<file path="src/rtl/mem_bus_arbiter_if.sv">
// Bundle of the fetch port, data port and shared memory port signals around the arbiter.
// The slave modport is the arbiter's view; master is the view of the requesters and memory.
interface mem_bus_arbiter_if;
   logic        halt;

   // Fetch port
   logic        if_req;
   logic [31:0] if_addr;
   logic [31:0] if_rdata;
   logic        if_ack;
   logic        stall_if;

   // Data port
   logic        da_req;
   logic        da_read_wrn;
   logic [15:0] da_addr;
   logic [31:0] da_wdata;
   logic [31:0] da_rdata;
   logic        da_ack;
   logic        stall_da;

   // Shared memory port
   logic        mem_req;
   logic        mem_read_wrn;
   logic [31:0] mem_addr;
   logic [31:0] mem_wdata;
   logic [31:0] mem_rdata;
   logic        mem_ready;
   logic        bus_err;

   modport slave (
      input  halt,
      input  if_req, if_addr,
      output if_rdata, if_ack, stall_if,
      input  da_req, da_read_wrn, da_addr, da_wdata,
      output da_rdata, da_ack, stall_da,
      output mem_req, mem_read_wrn, mem_addr, mem_wdata, bus_err,
      input  mem_rdata, mem_ready
   );

   modport master (
      output halt,
      output if_req, if_addr,
      input  if_rdata, if_ack, stall_if,
      output da_req, da_read_wrn, da_addr, da_wdata,
      input  da_rdata, da_ack, stall_da,
      input  mem_req, mem_read_wrn, mem_addr, mem_wdata, bus_err,
      output mem_rdata, mem_ready
   );
endinterface

</file>
<file path="src/rtl/mem_bus_arbiter.sv">
// Two-port (fetch / data) arbiter onto one shared memory bus. Data accesses have priority
// until the fetch port has waited STARVE_LIMIT data grants; a granted access that sees no
// MEM_READY for TIMEOUT cycles is aborted with BUS_ERR.
module mem_bus_arbiter #(
   parameter int unsigned STARVE_LIMIT = 3,
   parameter int unsigned TIMEOUT      = 15
) (
   input logic              i_ck_ref,
   input logic              int_rst_n,
   mem_bus_arbiter_if.slave io_bus
);

   localparam int unsigned StarveW = (STARVE_LIMIT > 0) ? $clog2(STARVE_LIMIT + 1) : 1;
   localparam int unsigned WaitW   = (TIMEOUT > 1) ? $clog2(TIMEOUT) : 1;
   localparam logic [StarveW-1:0] StarveMax = StarveW'(STARVE_LIMIT);
   localparam logic [WaitW-1:0]   WaitLast  = WaitW'(TIMEOUT - 1);

   typedef enum logic [1:0] {
      StIdle,
      StGrantIf,
      StGrantDa
   } state_t;

   state_t r_state, w_state_d;

   logic               r_mem_req,      w_mem_req_d;
   logic               r_mem_read_wrn, w_mem_read_wrn_d;
   logic [31:0]        r_mem_addr,     w_mem_addr_d;
   logic [31:0]        r_mem_wdata,    w_mem_wdata_d;
   logic [31:0]        r_if_rdata,     w_if_rdata_d;
   logic [31:0]        r_da_rdata,     w_da_rdata_d;
   logic               r_if_ack,       w_if_ack_d;
   logic               r_da_ack,       w_da_ack_d;
   logic               r_bus_err,      w_bus_err_d;
   logic [StarveW-1:0] r_starve_cnt,   w_starve_cnt_d;
   logic [WaitW-1:0]   r_wait_cnt,     w_wait_cnt_d;

   // A port's REQ is still high during its own ACK cycle; it must not win a second grant.
   logic w_if_req_eff;
   logic w_da_req_eff;
   logic w_timeout;

   assign w_if_req_eff = io_bus.if_req & ~r_if_ack;
   assign w_da_req_eff = io_bus.da_req & ~r_da_ack;
   assign w_timeout    = (r_wait_cnt == WaitLast);

   // FSM state register
   always_ff @(posedge i_ck_ref or negedge int_rst_n) begin
      if (!int_rst_n) begin
         r_state <= StIdle;
      end else begin
         r_state <= w_state_d;
      end
   end

   // Next-state, arbitration and transfer completion
   always_comb begin
      w_state_d        = r_state;
      w_mem_req_d      = r_mem_req;
      w_mem_read_wrn_d = r_mem_read_wrn;
      w_mem_addr_d     = r_mem_addr;
      w_mem_wdata_d    = r_mem_wdata;
      w_if_rdata_d     = r_if_rdata;
      w_da_rdata_d     = r_da_rdata;
      w_if_ack_d       = 1'b0;
      w_da_ack_d       = 1'b0;
      w_bus_err_d      = 1'b0;
      w_starve_cnt_d   = r_starve_cnt;
      w_wait_cnt_d     = r_wait_cnt;

      unique case (r_state)
         StIdle: begin
            // HALT freezes arbitration, including the starvation count
            if (!io_bus.halt) begin
               if (!io_bus.if_req) begin
                  w_starve_cnt_d = '0;
               end
               if (w_da_req_eff && (r_starve_cnt < StarveMax)) begin
                  w_state_d        = StGrantDa;
                  w_mem_req_d      = 1'b1;
                  w_mem_read_wrn_d = io_bus.da_read_wrn;
                  w_mem_addr_d     = {16'h0000, io_bus.da_addr};
                  w_mem_wdata_d    = io_bus.da_wdata;
                  w_wait_cnt_d     = '0;
                  if (io_bus.if_req && (r_starve_cnt != StarveMax)) begin
                     w_starve_cnt_d = r_starve_cnt + 1'b1;
                  end
               end else if (w_if_req_eff) begin
                  w_state_d        = StGrantIf;
                  w_mem_req_d      = 1'b1;
                  w_mem_read_wrn_d = 1'b1;
                  w_mem_addr_d     = io_bus.if_addr;
                  w_wait_cnt_d     = '0;
                  w_starve_cnt_d   = '0;
               end
            end
         end

         StGrantIf, StGrantDa: begin
            if (!io_bus.if_req) begin
               w_starve_cnt_d = '0;
            end
            if (io_bus.mem_ready) begin
               w_state_d   = StIdle;
               w_mem_req_d = 1'b0;
               if (r_state == StGrantIf) begin
                  w_if_ack_d   = 1'b1;
                  w_if_rdata_d = io_bus.mem_rdata;
               end else begin
                  w_da_ack_d = 1'b1;
                  // A completed write leaves the last read result in place
                  if (r_mem_read_wrn) begin
                     w_da_rdata_d = io_bus.mem_rdata;
                  end
               end
            end else if (w_timeout) begin
               w_state_d   = StIdle;
               w_mem_req_d = 1'b0;
               w_bus_err_d = 1'b1;
               if (r_state == StGrantIf) begin
                  w_if_ack_d   = 1'b1;
                  w_if_rdata_d = '0;
               end else begin
                  w_da_ack_d   = 1'b1;
                  w_da_rdata_d = '0;
               end
            end else begin
               w_wait_cnt_d = r_wait_cnt + 1'b1;
            end
         end

         default: begin
            w_state_d   = StIdle;
            w_mem_req_d = 1'b0;
         end
      endcase
   end

   // Bus, data and counter registers
   always_ff @(posedge i_ck_ref or negedge int_rst_n) begin
      if (!int_rst_n) begin
         r_mem_req      <= 1'b0;
         r_mem_read_wrn <= 1'b1;
         r_mem_addr     <= '0;
         r_mem_wdata    <= '0;
         r_if_rdata     <= '0;
         r_da_rdata     <= '0;
         r_if_ack       <= 1'b0;
         r_da_ack       <= 1'b0;
         r_bus_err      <= 1'b0;
         r_starve_cnt   <= '0;
         r_wait_cnt     <= '0;
      end else begin
         r_mem_req      <= w_mem_req_d;
         r_mem_read_wrn <= w_mem_read_wrn_d;
         r_mem_addr     <= w_mem_addr_d;
         r_mem_wdata    <= w_mem_wdata_d;
         r_if_rdata     <= w_if_rdata_d;
         r_da_rdata     <= w_da_rdata_d;
         r_if_ack       <= w_if_ack_d;
         r_da_ack       <= w_da_ack_d;
         r_bus_err      <= w_bus_err_d;
         r_starve_cnt   <= w_starve_cnt_d;
         r_wait_cnt     <= w_wait_cnt_d;
      end
   end

   assign io_bus.mem_req      = r_mem_req;
   assign io_bus.mem_read_wrn = r_mem_read_wrn;
   assign io_bus.mem_addr     = r_mem_addr;
   assign io_bus.mem_wdata    = r_mem_wdata;
   assign io_bus.if_rdata     = r_if_rdata;
   assign io_bus.da_rdata     = r_da_rdata;
   assign io_bus.if_ack       = r_if_ack;
   assign io_bus.da_ack       = r_da_ack;
   assign io_bus.bus_err      = r_bus_err;
   assign io_bus.stall_if     = io_bus.if_req & ~r_if_ack;
   assign io_bus.stall_da     = io_bus.da_req & ~r_da_ack;

endmodule

</file>
<file path="src/flat_wrapper.sv">
// flat-port wrapper written by rule: the top's interface ports become plain ports
module mem_bus_arbiter_flat 
#(
   parameter int unsigned STARVE_LIMIT = 3,
   parameter int unsigned TIMEOUT      = 15
)
  (i_ck_ref, int_rst_n, io_bus_halt, io_bus_if_req, io_bus_if_addr, io_bus_if_rdata, io_bus_if_ack, io_bus_stall_if, io_bus_da_req, io_bus_da_read_wrn, io_bus_da_addr, io_bus_da_wdata, io_bus_da_rdata, io_bus_da_ack, io_bus_stall_da, io_bus_mem_req, io_bus_mem_read_wrn, io_bus_mem_addr, io_bus_mem_wdata, io_bus_bus_err, io_bus_mem_rdata, io_bus_mem_ready);
  mem_bus_arbiter_if io_bus_i ();
  input logic i_ck_ref;
  input logic int_rst_n;
  input wire logic [$bits(io_bus_i.halt)-1:0] io_bus_halt;
  input wire logic [$bits(io_bus_i.if_req)-1:0] io_bus_if_req;
  input wire logic [$bits(io_bus_i.if_addr)-1:0] io_bus_if_addr;
  output wire logic [$bits(io_bus_i.if_rdata)-1:0] io_bus_if_rdata;
  output wire logic [$bits(io_bus_i.if_ack)-1:0] io_bus_if_ack;
  output wire logic [$bits(io_bus_i.stall_if)-1:0] io_bus_stall_if;
  input wire logic [$bits(io_bus_i.da_req)-1:0] io_bus_da_req;
  input wire logic [$bits(io_bus_i.da_read_wrn)-1:0] io_bus_da_read_wrn;
  input wire logic [$bits(io_bus_i.da_addr)-1:0] io_bus_da_addr;
  input wire logic [$bits(io_bus_i.da_wdata)-1:0] io_bus_da_wdata;
  output wire logic [$bits(io_bus_i.da_rdata)-1:0] io_bus_da_rdata;
  output wire logic [$bits(io_bus_i.da_ack)-1:0] io_bus_da_ack;
  output wire logic [$bits(io_bus_i.stall_da)-1:0] io_bus_stall_da;
  output wire logic [$bits(io_bus_i.mem_req)-1:0] io_bus_mem_req;
  output wire logic [$bits(io_bus_i.mem_read_wrn)-1:0] io_bus_mem_read_wrn;
  output wire logic [$bits(io_bus_i.mem_addr)-1:0] io_bus_mem_addr;
  output wire logic [$bits(io_bus_i.mem_wdata)-1:0] io_bus_mem_wdata;
  output wire logic [$bits(io_bus_i.bus_err)-1:0] io_bus_bus_err;
  input wire logic [$bits(io_bus_i.mem_rdata)-1:0] io_bus_mem_rdata;
  input wire logic [$bits(io_bus_i.mem_ready)-1:0] io_bus_mem_ready;
  assign io_bus_i.halt = io_bus_halt;
  assign io_bus_i.if_req = io_bus_if_req;
  assign io_bus_i.if_addr = io_bus_if_addr;
  assign io_bus_if_rdata = io_bus_i.if_rdata;
  assign io_bus_if_ack = io_bus_i.if_ack;
  assign io_bus_stall_if = io_bus_i.stall_if;
  assign io_bus_i.da_req = io_bus_da_req;
  assign io_bus_i.da_read_wrn = io_bus_da_read_wrn;
  assign io_bus_i.da_addr = io_bus_da_addr;
  assign io_bus_i.da_wdata = io_bus_da_wdata;
  assign io_bus_da_rdata = io_bus_i.da_rdata;
  assign io_bus_da_ack = io_bus_i.da_ack;
  assign io_bus_stall_da = io_bus_i.stall_da;
  assign io_bus_mem_req = io_bus_i.mem_req;
  assign io_bus_mem_read_wrn = io_bus_i.mem_read_wrn;
  assign io_bus_mem_addr = io_bus_i.mem_addr;
  assign io_bus_mem_wdata = io_bus_i.mem_wdata;
  assign io_bus_bus_err = io_bus_i.bus_err;
  assign io_bus_i.mem_rdata = io_bus_mem_rdata;
  assign io_bus_i.mem_ready = io_bus_mem_ready;
  mem_bus_arbiter #(.STARVE_LIMIT(STARVE_LIMIT), .TIMEOUT(TIMEOUT)) u_core (.i_ck_ref(i_ck_ref), .int_rst_n(int_rst_n), .io_bus(io_bus_i));
endmodule
</file>
<file path="config.mk">
export PLATFORM = sky130hd
export DESIGN_NAME = mem_bus_arbiter_flat
export DESIGN_NICKNAME = d
export VERILOG_FILES = /design/src/rtl/mem_bus_arbiter_if.sv /design/src/rtl/mem_bus_arbiter.sv /design/src/flat_wrapper.sv
export SDC_FILE = /design/constraint.sdc
export NUM_CORES = 1
export LEC_CHECK = 0
export CORE_MARGIN = 8
export CORE_UTILIZATION = 43
export DETAILED_ROUTE_END_ITERATION = 16
export GPL_TIMING_DRIVEN = 0
export PLACE_DENSITY = 0.81
export SYNTH_ARGS = -nofsm -noshare
export SYNTH_HDL_FRONTEND = slang
export SYNTH_SLANG_ARGS = --single-unit
</file>
<file path="constraint.sdc">
create_clock -name i_ck_ref -period 2.2 [get_ports i_ck_ref]
set_input_delay 0.22 -clock i_ck_ref [delete_from_list [all_inputs] [get_ports i_ck_ref]]
set_output_delay 0.22 -clock i_ck_ref [all_outputs]
set_load 0.1 [all_outputs]
</file>
==> results.txt, run 1 <==
The core outline area is 0.01372 mm^2. The max capacitance violation total came out at 0. On the critical path the largest part of the delay comes from buffers and inverters. The largest driver fanout on the critical path is 3. The share of synthesized area in the top cell type comes to 0.5865. The number of cell rows came out at 43. The run finished with clean final reports.

The number of global-route vias before repair is 5523. The number of fill cells is 1082. In the layout the commonest cells are 227 x clkdlybuf4s50_1, 216 x nand2_1, 139 x dfrtp_1. The delay of the slowest cell on the worst path came out at 1.17 ns. The initial cell density of the core is 0.4354. The cell area after technology mapping came out at 0.005973 mm^2. The number of unique standard cell types used by synthesis is 38. The final clock period utilization by the worst path is 0.9822. The largest net degree at the start of global routing is 89. The slowest stage of the critical path belongs to the cell clkdlybuf4s50_1. After synthesis the netlist holds a flip-flop and latch count of 141. The worst hold path passes through 3 cells. The first routing iteration left 236 violations. The total nets after synthesis is 748.

Data on the critical path arrives at its endpoint at 1.94 ns. The final worst clock skew came out at 0.008622 ns. The count of antenna-violating nets left after detailed routing is 0.

The port buffer count is 253. At the end of the flow the core is filled with cells to 0.6843. The maximum operating frequency came out at 462.8 MHz. Routability-driven placement finished with a final weighted congestion of 0.7976.

The floorplan step defined a die boundary enclosing 0.01792 mm^2. The number of enable flip-flop cells after synthesis came out at 0. The global route total overflow came out at 0. In the synthesized netlist the async set-or-reset flop fraction comes to 1.000. Across every metal layer, demand over resource in global routing totals 0.2075.

In this run, CTS created clock tree buffers numbering 17. The type of the most critical hold path is in -> reg. The number of antenna repair diodes is 0. The count of pins over their slew limit is 0. The worst setup path is captured at an output port. The critical path depth in cells came out at 1.

Of the cells placed in the final design, the portion with a size suffix greater than 1 is 0.07574. The global-route wire length before repair is 29.64 mm. The hold violation count in the final report is 0.

For the pin with the worst max-slew slack, the measured transition is 1.056 ns. For the worst setup path, the data required time is 1.98 ns. A synthesized cell averages 9.572 um^2. The number of H-tree branching levels came out at 4. In this run the clock root is driven by a clkbuf_16. Compared with the post-synthesis result, the final layout area differs by 57.16%.

The clock period minus final worst setup slack is 2.161 ns. The tree built by TritonCTS fans out to 141 sinks. After detailed routing, the number of remaining DRC violations is 0. The floorplan die height is 133.9 um. The length of the first detailed-routing pass in iterations is 4. The number of warnings issued by yosys came out at 0. The half-perimeter wire length after detailed placement came out at 13.75 mm. The number of placed I/O pins is 254. The via count came out at 5432. The number of cell instances on the worst register-to-register path came out at 6. In the post-synthesis netlist, the biggest area contributors are dfrtp_1 59%, nand2_1 14%, nand3_1 4.5%.

The number of setup violations in the final report came out at 0. The library cell used most frequently in the layout, excluding fill and tap cells, is clkdlybuf4s50_1. The clock-pin slew on the worst setup and hold paths came out at 0.06 ns. The most used flip-flop cell after synthesis is dfrtp_1. Walking the worst path, the cells encountered are clkdlybuf4s50_1. The class of the most critical setup path is reg -> out. In the final design database the tool counted 1022 nets. The placed instance count came out at 1058. The clock passes through at most 2 buffers. The source-to-sink clock delay at the later pin of the worst-skew pair came out at 0.41 ns. TritonCTS built the clock tree. The number of antenna violations at the first check in global routing came out at 0.

The total length of routed wires came out at 18.54 mm. The cell area after placement is 0.008771 mm^2. For this run, the register share of the synthesized area comes to 0.5909. The per-cell via count in the routed design is 4.979.

The non-filler instance count after layout came out at 1091. The buffering stage count on the worst path with inverters included is 1. Setup repair after global routing left no endpoint under its margin. The critical path launch point type is a flop.

After detailed routing, the average wire length per cell comes to 17.00 um. Summed over all instances, the cell type with the most area after synthesis is dfrtp_1. The post-route cell area came out at 0.009388 mm^2.

The die is 133.9 um wide. The gate count after technology mapping came out at 624. The worst max-slew margin expressed relative to the limit came out at 0.2949.
## kinds of logic (layout without fill, tap and decap cells)
logic type                 count (synthesis)  in the layout  synth area share
adders and majority gates                  5              5           0.01047
and+or+nand+nor                          297            297            0.2097
AOI/OAI and AO/OA                        101            101            0.1121
buffers and inverters                     64            351           0.05006
muxes                                     16             16           0.02681
DFF                                      141            141            0.5909
## repair_timing
item | CTS | global route
hold endpoints to repair | 86 | 0
buffers inserted | 0 | 0
pin swaps | 0 | 0
resized for setup | 8 | 20
endpoints found under the setup margin | 6 | 20
hold buffers | 1 | 0
cloned | 0 | 0
## final timing paths
| check | start | to | slack [ns] |
|---|---|---|---|
| max in group asynchronous | int_rst_n | u_core.io_bus.if_rdata[31] | 1.03 |
| hold / removal | io_bus_da_wdata[7] | u_core.io_bus.mem_wdata[7] | 0.34 |
| setup / recovery | u_core.io_bus.da_rdata[0] | io_bus_da_rdata[0] | 0.04 |
| min in group asynchronous | int_rst_n | u_core.io_bus.mem_addr[19] | 0.42 |
| setup reg to reg | u_core.r_starve_cnt[0] | u_core.io_bus.mem_wdata[1] | 0.30 |
| hold reg to reg | u_core.io_bus.if_rdata[0] | u_core.io_bus.if_rdata[0] | 0.46 |
## metrics by stage
step / setup slack [ns] / hold slack (ns) / TNS, ns
2_1_floorplan: 0.008379 / -0.07559 / 0
3_3_place_gp: -5.800 / 0.4486 / -675.60
6_report: 0.03909 / 0.3386 / 0
3_5_place_dp: -0.2213 / 0.3428 / -0.2259
4_1_cts: 0.002431 / 0.3212 / 0
5_1_grt: 0.001710 / 0.3265 / 0
## cell usage after synthesis, types with 6 or more instances
| master | n |
|---|---|
| dfrtp_1 | 140 |
| buf_2 | 14 |
| nand2_1 | 216 |
| o21ai_1 | 9 |
| o21ai_0 | 47 |
| inv_1 | 25 |
| clkbuf_1 | 16 |
| a22o_1 | 29 |
| nor2_1 | 6 |
| mux2i_1 | 16 |
| nand3_1 | 54 |
## per-layer routing
metal	vias to the layer above	GRT usage	share of wire
met5	-	0	0
met4	0	0.07860	0.021
met3	28	0.07479	0.096
met2	220	0.3351	0.48
met1	2565	0.2488	0.41
li1	2619	-	-
## registers in the layout (all words and copies together), names as in the netlist
register / cells
u_core.r_state: 2
u_core.io_bus.if_ack: 1
u_core.r_wait_cnt: 4
u_core.io_bus.mem_read_wrn: 1
u_core.io_bus.da_ack: 1
u_core.io_bus.if_rdata: 32
u_core.io_bus.mem_wdata: 32
u_core.r_starve_cnt: 2
u_core.io_bus.bus_err: 1
u_core.io_bus.da_rdata: 32
u_core.io_bus.mem_req: 1
u_core.io_bus.mem_addr: 32
## final cells by class
class                           count  area (um^2)  area share
Sequential cell                   141         3533      0.3764
Timing Repair Buffer              255         2615      0.2786
Multi-Input combinational cell    419         2148      0.2288
Clock buffer                       21        470.5     0.05011
Tap cell                          180        225.2     0.02399
Buffer                             38        201.4     0.02146
Inverter                           26        101.3     0.01080
Clock inverter                     11        92.59    0.009863
Power of run 1 is not shown: default switching activity piles up to over one toggle a cycle in this logic, so the estimate is an artifact.
==> inputs of run 2 (changes only) <==
- CORE_UTILIZATION: 43 -> 40
- HOLD_SLACK_MARGIN: default -> 0.1
- PLACE_DENSITY: 0.81 -> 0.76
- SKIP_CTS_REPAIR_TIMING: default -> 1
==> run 2 against run 1 <==
Cell count rose by 0.27%. Core utilization decreased by 3.7 points. Global-route usage shrank 1.4 points. Worst setup slack gained 0.0048 ns. Final area increased by 0.57%. Die area up 6.6%. Hold slack lost 0.0030 ns. Sequential cell count did not move. Clock-buffer cell count fell by 1. Critical path type unchanged. Critical endpoint is now io_bus_if_rdata[31].
==> results.txt, run 2 (synthesis results as in run 1) <==
Dividing the final minimum period by the clock period gives 0.9801. The detailed-route DRC error count is 0. The cell area after placement is 0.008776 mm^2. The final-layout setup total negative slack is 0 ns. The critical path capture point type is an output port. The port buffer count is 253.

At the end of the flow, the number of nets in the layout was 1022. Dividing the detail-routed via count by the number of cells gives 4.925. The global placement routability congestion came out at 0.8009. The number of buffers on the longest clock path came out at 2. The count of antenna-violating nets left after detailed routing is 0. The finished layout holds 1094 standard cells, fillers aside. The routed length on met3 is 1.530 mm.

The layout overhead on the synthesized area came out at 58.06%. The total met2 wirelength after detailed routing is 8.739 mm. The detailed router finished its first iteration with 223 violations. The hold violation count in the final report is 0. The path class of the tightest hold or removal check is in -> reg. The H-tree generated during clock tree synthesis spans 4 levels. The floorplan die height is 138.2 um.

The number of placed I/O pins came out at 254. The count of pins over their slew limit is 0. The signal on the critical path passes through clkdlybuf4s50_1. The number of global-route vias before repair was 5464. The family of cells with the greatest summed delay on the critical path is buffers and inverters. The top cell types in the final layout, fill and taps aside, are 223 x clkdlybuf4s50_1, 216 x nand2_1, 139 x dfrtp_1. The detail-routed net length per standard cell is 17.16 um. The number of cell rows came out at 44.

TritonCTS built the clock tree. The clock sink count came out at 141. The number of setup violations in the final report is 0. The die extent in x came out at 138.2 um. The worst max-slew margin expressed relative to the limit came out at 0.3136. The endpoint arrival time on the critical path is 1.94 ns. The clock period minus final worst setup slack came out at 2.156 ns. The buffering stage count on the worst path with inverters included is 1. The placed instance count came out at 1062. The half-perimeter wire length after detailed placement is 13.93 mm. The critical path data required time is 1.98 ns. Once layout is complete, the utilization of the core stands at 0.6472. The number of antenna diodes in the final layout is 0.

The finished cells cover 0.009442 mm^2. Clock-pin slew was measured on the worst setup and hold paths at 0.06 ns. The number of antenna violations at the first check in global routing came out at 0.

The clock root buffer is clkbuf_16. The flow ran to the end, and the final reports show no timing, DRC or antenna violations. For this configuration, the core starts out at a cell density of 0.4094. The total length of routed wires came out at 18.78 mm. The critical path depth in cells came out at 1. The critical path in this run is classified as reg -> out.

STA classifies the critical path startpoint as a flop. For this block, wires on met1 add up to 8.329 mm. Of the cells placed in the final design, the portion with a size suffix greater than 1 is 0.07363. Leaving out fill and tap cells, the most frequent cell in the layout is clkdlybuf4s50_1. For this run, the top clock speed supported by timing is 463.8 MHz. The core outline area came out at 0.01459 mm^2. The slew at the pin closest to its max-slew limit is 1.026 ns. Setup repair after global routing left no endpoint under its margin.

The slowest stage of the critical path belongs to the cell clkdlybuf4s50_1. Before antenna repair, the detailed router went through 4 iterations. The total track usage is 0.1937. Entering global routing, the biggest net connects 73 pins.

The global-route wire length before repair came out at 30.26 mm. The via count is 5388. The detailed router used layers up to and including met4.

The number of cell instances on the worst register-to-register path is 6. Along the worst path, the maximum fanout reaches 2. Buffers inserted during clock tree synthesis total 17. The max capacitance violation total came out at 0. The global route total overflow came out at 0. In this design, the stage delay of the slowest critical-path cell is 1.17 ns. The source-to-sink clock delay at the later pin of the worst-skew pair came out at 0.41 ns. The floorplan step defined a die boundary enclosing 0.01910 mm^2. The hold-critical path depth came out at 3. The final worst clock skew came out at 0.009245 ns.
run 2: cell count changes in the layout (fill, tap and decap cells not counted):
cell and change:
clkdlybuf4s15_2 -1, clkbuf_1 +1, dlymetal6s2s_1 +9, bufinv_16 +2, clkinvlp_4 +2, clkdlybuf4s15_1 -1, clkinv_2 -3, clkbuf_8 -2
clkdlybuf4s50_1 -4, dlygate4sd2_1 -4, clkinv_4 -1, clkbuf_2 +1
run 2: layout make-up:
class,instances,area [um^2]
clock inverters,11,143.9
multi-input cells,419,2148
clock buffers,20,446.7
repair buffers,255,2636
well taps,184,230.2
fillers,1200,5147
inverters,26,101.3
plain buffers,38,201.4
flip-flops and latches,141,3533
run 2: routing by layer:
metal,vias to the layer above,GRT usage
li1,2620,-
met1,2565,0.2419
met2,189,0.3041
met3,14,0.07774
met4,0,0.05320
met5,-,0
run 2: stage by stage:
| stage | setup slack (ns) | hold slack (ns) |
|---|---|---|
| finish | 0.04386 | 0.3356 |
| global route | 0.0001288 | 0.3347 |
| global placement | -5.880 | 0.4535 |
| CTS | -0.4565 | -0.1773 |
| floorplan | 0.008379 | -0.07559 |
| detailed placement | -0.1925 | 0.2702 |
run 2: worst paths after layout:
kind | from | end | slack (ns)
setup / recovery | u_core.io_bus.if_rdata[31] | io_bus_if_rdata[31] | 0.04
hold / removal | io_bus_da_wdata[18] | u_core.io_bus.mem_wdata[18] | 0.34
setup reg to reg | u_core.r_starve_cnt[0] | u_core.io_bus.mem_wdata[15] | 0.25
hold reg to reg | u_core.io_bus.if_rdata[29] | u_core.io_bus.if_rdata[29] | 0.47
max in group asynchronous | int_rst_n | u_core.io_bus.mem_read_wrn | 1.00
min in group asynchronous | int_rst_n | u_core.io_bus.mem_addr[18] | 0.38
Power of run 2 is left out for the same reason.
==> inputs of run 3 (changes only) <==
- clock period: 2.2 -> 2.28 ns (I/O delays scaled with it)
==> run 3 against run 2 <==
Non-clock buffer count unchanged. Worst setup slack improved by 0.015 ns. Global-route usage up 0.058 points. Critical path depth stayed put. Core utilization shrank 0.48 points. Hold slack gained 0.0054 ns. Critical endpoint is now io_bus_if_ack. Sequential cell count unchanged. Die area did not move. Via count down 0.89%. Cell count about the same.
==> results.txt, run 3 (synthesis results as in run 1) <==
The run finished with clean final reports. The clock sink count came out at 141. The hold violation count in the final report is 0. The slowest stage of the critical path belongs to the cell clkdlybuf4s50_1. The largest driver fanout on the critical path is 2. The half-perimeter wire length after detailed placement is 13.89 mm.

The number of cell rows came out at 44. The final-layout setup total negative slack came out at 0 ns. The class of the most critical setup path is reg -> out. In the layout the commonest cells are 248 x clkdlybuf4s50_1, 216 x nand2_1, 139 x dfrtp_1.

In this run the remaining antenna-violating nets after routing total 0. The first global-routing pass estimated 30.03 mm of wire. The floorplan die height came out at 138.2 um. The number of antenna repair diodes is 0.

On the worst path, the slowest cell contributes a delay of 1.16 ns. The via count came out at 5340. After clock tree synthesis, the clock-pin slew on the worst setup and hold paths is 0.06 ns. The cell area after placement came out at 0.008772 mm^2. In this run, CTS created clock tree buffers numbering 17. The root buffer cell chosen for the clock tree is clkbuf_16. The post-route cell area is 0.009371 mm^2.

The number of buffers and inverters on the critical path is 1. Timing analysis after detailed placement gives a worst setup slack of -0.1463 ns. The initial cell density of the core is 0.4094. Setup repair after global routing left no endpoint under its margin. Wires add up to 18.62 mm.

The max capacitance violation total came out at 0. The core outline area is 0.01459 mm^2. The setup slack after layout came out at 0.05917 ns. The global route total overflow is 0.

The pre-antenna-repair detailed-routing pass consisted of 4 iterations. At the worst endpoint, the required time is 2.05 ns. At the end of the flow, the number of nets in the layout was 1022. The slack of the worst reg-to-reg path is 0.37 ns. In this run the worst hold path is classified as in -> reg. The final worst clock skew is 0.009702 ns. The number of global-route vias before repair came out at 5539.

Input and output buffers added on the ports amount to 253. Across every metal layer, demand over resource in global routing totals 0.1943. The H-tree was split into 4 levels. The count of pins over their slew limit came out at 0. The cell family contributing the most delay on the critical path is buffers and inverters. No sink is reached through more buffers than the 2 on the longest clock path. Relative to the synthesized area, the layout overhead comes to 56.89%. TritonCTS built the clock tree. The detailed-route DRC error count is 0. 254 I/O pins were placed. The worst max-slew margin expressed relative to the limit is 0.2908. The source-to-sink clock delay at the later pin of the worst-skew pair is 0.42 ns.

The largest net degree at the start of global routing came out at 81. The per-cell via count in the routed design is 4.877. The die extent in x came out at 138.2 um.

For the worst setup path, the data arrival time is 1.99 ns. The final clock period utilization by the worst path came out at 0.9740. In this run, the number of DRC markers left after iteration 0 of detailed routing was 209.

In the final layout, the share of cells above drive strength 1 is 0.07355. The number of antenna violations at the first check in global routing is 0. The number of fill cells is 1234. STA classifies the critical path endpoint as an output port.

The critical path launch point type is a flop. The critical path goes through clkdlybuf4s50_1. Derived from the worst setup path, the maximum achievable clock frequency is 450.3 MHz.

Leaving out fill and tap cells, the most frequent cell in the layout is clkdlybuf4s50_1. The worst path needs 2.221 ns of the cycle, external delays included. The global placement routability congestion is 0.7506. The detail-routed net length per standard cell came out at 17.00 um. At the pin with the least slew margin, the transition time is 1.061 ns.

The die covers 0.01910 mm^2. The number of setup violations in the final report is 0.
## run 3: routing by layer
| metal | vias to the layer above | GRT usage | part of all wire |
|---|---|---|---|
| li1 | 2614 | - | - |
| met1 | 2523 | 0.2344 | 0.43 |
| met2 | 186 | 0.3041 | 0.47 |
| met3 | 17 | 0.08459 | 0.090 |
| met4 | 0 | 0.06636 | 0.014 |
| met5 | - | 0 | 0 |
## run 3: worst paths after layout
path | to | cells past startpoint | startpoint
setup / recovery | io_bus_if_ack | 1 | u_core.io_bus.if_ack
hold / removal | u_core.io_bus.mem_wdata[27] | 3 | io_bus_da_wdata[27]
max in group asynchronous | u_core.io_bus.mem_read_wrn | 3 | int_rst_n
min in group asynchronous | u_core.io_bus.if_rdata[4] | 2 | int_rst_n
hold reg to reg | u_core.io_bus.mem_wdata[19] | 2 | u_core.io_bus.mem_wdata[19]
setup reg to reg | u_core.io_bus.mem_wdata[10] | 6 | u_core.r_starve_cnt[0]
## run 3: layout make-up
class                      instances  area [um^2]  area share
clock buffer                      22        474.2     0.05060
inverter                          26        101.3     0.01081
buffer                            38        201.4     0.02150
timing repair buffer             255         2574      0.2746
clock inverter                    10        112.6     0.01202
multi-input combinational        419         2145      0.2288
tap                              184        230.2     0.02457
sequential                       141         3533      0.3770
## run 3: per-stage QoR
stage,hold WS [ns],cells,utilization
finish,0.3410,1095,0.6424
global route,0.3400,1095,0.6424
CTS,-0.1991,1094,0.6415
detailed placement,0.2531,1062,0.6013
global placement,0.4495,1061,0.5993
floorplan,-0.06759,624,-
Power of run 3 is left out for the same reason.
